`src/rtl/hazard_byp_ctrl.sv`:
```
// hazard_byp_ctrl: ID-stage load-use hazard detection and EX bypass-select
// generation. Tracks dst/we/ld of the instructions sitting in ID_EX and EX_DM,
// raises stall/bubble controls combinationally and registers the bypass selects
// so they line up with the ID_EX operand data in EX.
// Optional build macro: HZD_PERF_CNT_EN adds the saturating stall_cnt port.
module hazard_byp_ctrl #(
  parameter int REG_AW  = 4,
  parameter int R0_ZERO = 1,
  parameter int CNT_W   = 16
) (
  input  logic              clk,
  input  logic              rst_n,
  input  logic [REG_AW-1:0] p0_addr,
  input  logic [REG_AW-1:0] p1_addr,
  input  logic              re0,
  input  logic              re1,
  input  logic [REG_AW-1:0] dst_addr_ID,
  input  logic              we_ID,
  input  logic              ld_ID,
  input  logic              flush,
  input  logic              stall_ext,
  output logic              stall_IF_ID,
  output logic              stall_ID_EX,
  output logic              stall_EX_DM,
  output logic              bubble_ID_EX,
  output logic              byp0_EX,
  output logic              byp0_DM,
  output logic              byp1_EX,
  output logic              byp1_DM
`ifdef HZD_PERF_CNT_EN
  ,
  output logic [CNT_W-1:0]  stall_cnt
`endif
);

  // Parameter sanity; fails elaboration on nonsensical widths.
  if (REG_AW < 1) begin : g_bad_reg_aw
    $error("REG_AW must be >= 1");
  end
  if (CNT_W < 1) begin : g_bad_cnt_w
    $error("CNT_W must be >= 1");
  end

  // Only ID_EX and EX_DM producers are ever consulted: a DM_WB producer is
  // covered by the write-through RF, and only the ID_EX load flag matters.
  logic [REG_AW-1:0] dst_ex_q, dst_ex_d, dst_dm_q, dst_dm_d;
  logic              we_ex_q, we_ex_d, we_dm_q, we_dm_d;
  logic              ld_ex_q, ld_ex_d;
  logic              byp0_ex_q, byp0_ex_d, byp0_dm_q, byp0_dm_d;
  logic              byp1_ex_q, byp1_ex_d, byp1_dm_q, byp1_dm_d;

  logic m0_ex, m1_ex, m0_dm, m1_dm, lu, kill_ex;

  function automatic logic reg_match(input logic [REG_AW-1:0] a,
                                     input logic [REG_AW-1:0] dst,
                                     input logic              we);
    return (a == dst) && we && !((R0_ZERO != 0) && (a == '0));
  endfunction

  // Hazard detect and stall/bubble outputs; everything quiet during reset.
  always_comb begin
    m0_ex        = reg_match(p0_addr, dst_ex_q, we_ex_q);
    m1_ex        = reg_match(p1_addr, dst_ex_q, we_ex_q);
    m0_dm        = reg_match(p0_addr, dst_dm_q, we_dm_q);
    m1_dm        = reg_match(p1_addr, dst_dm_q, we_dm_q);
    lu           = rst_n && ld_ex_q && ((re0 && m0_ex) || (re1 && m1_ex));
    stall_IF_ID  = 1'b0;
    stall_ID_EX  = 1'b0;
    stall_EX_DM  = 1'b0;
    bubble_ID_EX = 1'b0;
    if (rst_n) begin
      if (stall_ext) begin
        stall_IF_ID = 1'b1;
        stall_ID_EX = 1'b1;
        stall_EX_DM = 1'b1;
      end else if (lu && !flush) begin
        stall_IF_ID  = 1'b1;
        bubble_ID_EX = 1'b1;
      end
    end
    // A bubble or a flush both turn the instruction entering ID_EX into a NOP.
    kill_ex = bubble_ID_EX || flush;
  end

  // Next state of the tracking pipe and bypass selects; frozen on stall_ext.
  always_comb begin
    dst_ex_d  = dst_ex_q;
    we_ex_d   = we_ex_q;
    ld_ex_d   = ld_ex_q;
    dst_dm_d  = dst_dm_q;
    we_dm_d   = we_dm_q;
    byp0_ex_d = byp0_ex_q;
    byp0_dm_d = byp0_dm_q;
    byp1_ex_d = byp1_ex_q;
    byp1_dm_d = byp1_dm_q;
    if (!stall_ext) begin
      dst_dm_d  = dst_ex_q;
      we_dm_d   = we_ex_q;
      dst_ex_d  = dst_addr_ID;
      we_ex_d   = we_ID && !kill_ex;
      ld_ex_d   = ld_ID && !kill_ex;
      // A load in ID_EX cannot forward from EX; that case is the load-use stall.
      byp0_ex_d = !kill_ex && re0 && m0_ex && !ld_ex_q;
      byp0_dm_d = !kill_ex && re0 && m0_dm;
      byp1_ex_d = !kill_ex && re1 && m1_ex && !ld_ex_q;
      byp1_dm_d = !kill_ex && re1 && m1_dm;
    end
  end

  // State registers with synchronous active-low reset.
  always_ff @(posedge clk) begin
    if (!rst_n) begin
      dst_ex_q  <= '0;
      we_ex_q   <= 1'b0;
      ld_ex_q   <= 1'b0;
      dst_dm_q  <= '0;
      we_dm_q   <= 1'b0;
      byp0_ex_q <= 1'b0;
      byp0_dm_q <= 1'b0;
      byp1_ex_q <= 1'b0;
      byp1_dm_q <= 1'b0;
    end else begin
      dst_ex_q  <= dst_ex_d;
      we_ex_q   <= we_ex_d;
      ld_ex_q   <= ld_ex_d;
      dst_dm_q  <= dst_dm_d;
      we_dm_q   <= we_dm_d;
      byp0_ex_q <= byp0_ex_d;
      byp0_dm_q <= byp0_dm_d;
      byp1_ex_q <= byp1_ex_d;
      byp1_dm_q <= byp1_dm_d;
    end
  end

  assign byp0_EX = byp0_ex_q;
  assign byp0_DM = byp0_dm_q;
  assign byp1_EX = byp1_ex_q;
  assign byp1_DM = byp1_dm_q;

`ifdef HZD_PERF_CNT_EN
  logic [CNT_W-1:0] stall_cnt_q, stall_cnt_d;

  // Count cycles actually lost to load-use bubbles, saturating at all-ones.
  always_comb begin
    stall_cnt_d = stall_cnt_q;
    if (lu && !flush && !stall_ext && (stall_cnt_q != '1))
      stall_cnt_d = stall_cnt_q + 1'b1;
  end

  // Counter register.
  always_ff @(posedge clk) begin
    if (!rst_n) stall_cnt_q <= '0;
    else        stall_cnt_q <= stall_cnt_d;
  end

  assign stall_cnt = stall_cnt_q;
`endif

endmodule

```
`config.mk`:
```
export PLATFORM = sky130hd
export DESIGN_NAME = hazard_byp_ctrl
export DESIGN_NICKNAME = d
export VERILOG_FILES = /design/src/rtl/hazard_byp_ctrl.sv
export SDC_FILE = /design/constraint.sdc
export NUM_CORES = 1
export LEC_CHECK = 0
export ABC_AREA = 1
export CAP_MARGIN = 40
export CORE_UTILIZATION = 40
export DETAILED_ROUTE_END_ITERATION = 12
export PLACE_DENSITY_LB_ADDON = 0.15
export SYNTH_ARGS = -nofsm -noshare
export SYNTH_HDL_FRONTEND = slang
export SYNTH_SLANG_ARGS = --single-unit
```
`constraint.sdc`:
```
create_clock -name clk -period 1.4 [get_ports clk]
set_input_delay 0.42 -clock clk [delete_from_list [all_inputs] [get_ports clk]]
set_output_delay 0.42 -clock clk [all_outputs]
set_load 0.01 [all_outputs]
```
==> results.cfg <==
[status]
outcome = complete, but fails checks
failed_checks = negative setup slack

[grt]
grt_use_total_pct = 25.2
overflow = 0
antenna_found_initial = 0
grt_pass1_vias = 1065
grt_max_degree = 9
grt_pass1_wl_mm = 4.55

[sta]
post-route-period-util_pct = 133
fmax_mhz = 539
finalClockSkew_ps = 8.87
setup_ws_ps = -455
final.setup.tns_ps = -907
hold-worst-slack_ps = 453
setup_viol = 2
period_needed_ps = 1860
hold_violations = 0
slew_headroom_pct = 83.0
rsz0062_at_grt = true
drv_slew = 0
tightest_slew_ps = 252

[critical_path]
worst_ep_required_time_ps = 980
crit_path_end_kind = output port
cp.arrival_ps = 1440
cp_max_fo = 3
cp-start-kind = flip-flop
critPathKind = flip-flop to output port

[placed_design]
dp_cells = 220
dp_hpwl_mm = 1.96
gp_congestion = 0.901
io_buffers = 27
post-place-ws_ps = -1150

[clock_tree]
clk_pin_slew_worst_paths_ps = 100
numCtsBuffers = 3
htreeDepth = 1
cts_tree = yes
root_buffer = clkbuf_4
clock_latency_ps = 300
cts_buffer_depth = 2
cts_sinks = 15

[final_layout]
insertedDiodeCount = 0
multiInputGateArea_um2 = 509
final_cells = 231
area_delta_synth_final_pct = 66.7
final-seq-area_um2 = 304
drive_above_1_share_pct = 37.3
fill_cells = 159
finalNetCount = 225

[logic_synthesis]
synth_cell_types = 17
synth-seq-area-share_pct = 34.5
synth_area_leaders = dfxtp_1 (34%), nand2_1 (22%), inv_1 (9.5%), nor2_1 (8.6%), nand3_1 (4.6%)
syn_area_per_cell_um2 = 6.05
syn_inst = 144
ys_warn_count = 0
syn-num-nets = 164
synth_seq_cells = 15
synth_top_area_share_pct = 34.5
synth_top_area_cell = dfxtp_1
netlist_area_um2 = 871

[routing]
drcViolationCount = 0
wl_mm = 2.73
dr_total_vias = 1097
drt_iter0_markers = 35
dr.pass1.iters = 4
via_per_inst = 4.75
wl_per_cell_um = 11.8
postRouteAntennaNets = 0

[floorplan]
coreArea_um2 = 2000
die_area_um2 = 2370
ios = 28
num_rows = 16
die_w_um = 48.7
start_util_pct = 43.5
die_h_um = 48.7

[run]
maxCapViolations = 0

[power_and_ir_drop]
power_density_nw_per_um2 = 667
finalPower_uw = 968
p_leak_nw = 0.738
ir_drop_uv = 578

[min_path]
hp-class = flip-flop to flip-flop
==> cell usage in the layout, fill, tap and decap left out, types with 7 or more instances in the layout <==
master           count
nand2_1             50
buf_4               29
nor2_1              12
dfxtp_1             12
inv_1               11
inv_2               10
nor2_2               8
clkdlybuf4s50_1      7
==> synthesized netlist by cell type <==
master    count
nand2_1      52
inv_1        22
nor2_1       20
dfxtp_1      15
nand3_1       8
o21ai_0       6
o22ai_1       4
a22o_1        3
xnor2_1       3
inv_2         2
nand2_2       2
nand4_1       2
buf_4         1
clkinv_1      1
nand3_2       1
nor2_4        1
nor3_1        1
==> power breakdown <==
| part | leakage (nW) | internal [mW] | switching (mW) | total (mW) |
|---|---|---|---|---|
| sequential | 0.123 | 0.441 | 0.0104 | 0.452 |
| combinational | 0.600 | 0.125 | 0.124 | 0.249 |
| clock | 0.0150 | 0.111 | 0.155 | 0.266 |
==> cells by family after synthesis <==
kind of cell / count (synthesis) / share of synthesized area, %
flops: 15 / 34.5
xor+xnor: 3 / 3.02
buf+inv: 26 / 11.6
compound gates: 13 / 9.34
simple gates: 87 / 41.5
==> stage by stage <==
stage	utilization [%]	area, um^2
finish	72.5	1450
global route	72.5	1450
CTS	71.1	1420
detailed placement	67.6	1350
global placement	67.6	1350
floorplan	-	883
==> sequential cells by signal, summed over array words and instances (netlist names) <==
| signal | flops |
|---|---|
| dst_dm_q | 4 |
| we_ex_q | 1 |
| ld_ex_q | 1 |
| dst_ex_q | 4 |
| byp0_DM | 1 |
| byp1_EX | 1 |
| byp1_DM | 1 |
| we_dm_q | 1 |
| byp0_EX | 1 |
==> worst max-delay path, cell delays in order, from the launching register on <==
cell and delay, ps:
dfxtp_2 360, inv_2 40, nand2_1 50, nand2_1 80, nor2_2 150, nand3_2 120
nand2_2 100, nand3_2 80, inv_2 60, buf_6 90
==> what timing repair did <==
action                                  CTS  global route
setup buffers                             5             2
resized for setup                        65            11
hold buffers                              0             0
endpoints found under the setup margin   15             7
pin swaps                                 7             5
==> routing by layer <==
metal / up-vias / GRT usage, % / wire length, um
li1: 565 / - / -
met1: 490 / 30.8 / 1220
met2: 35 / 41.9 / 1330
met3: 7 / 5.35 / 130
met4: 0 / 11.8 / 53
met5: - / 0 / 0
==> path summary, 6_finish.rpt <==
kind | end | depth (start not counted) | slack (ps) | startpoint
hold / removal | byp1_DM | 2 | 450 | byp1_DM
setup reg to reg | we_ex_q | 10 | 30 | dst_ex_q[0]
setup / recovery | bubble_ID_EX | 9 | -460 | dst_ex_q[0]
hold reg to reg | byp1_DM | 2 | 450 | byp1_DM
==> layout make-up <==
| class | instances | share of cell area (%) |
|---|---|---|
| multi-input combinational | 103 | 35.1 |
| clock buffer | 4 | 1.81 |
| tap | 27 | 2.33 |
| sequential | 15 | 20.9 |
| timing repair buffer | 57 | 32.2 |
| inverter | 25 | 7.67 |
No activity file was read; power rests on OpenSTA's default activity.
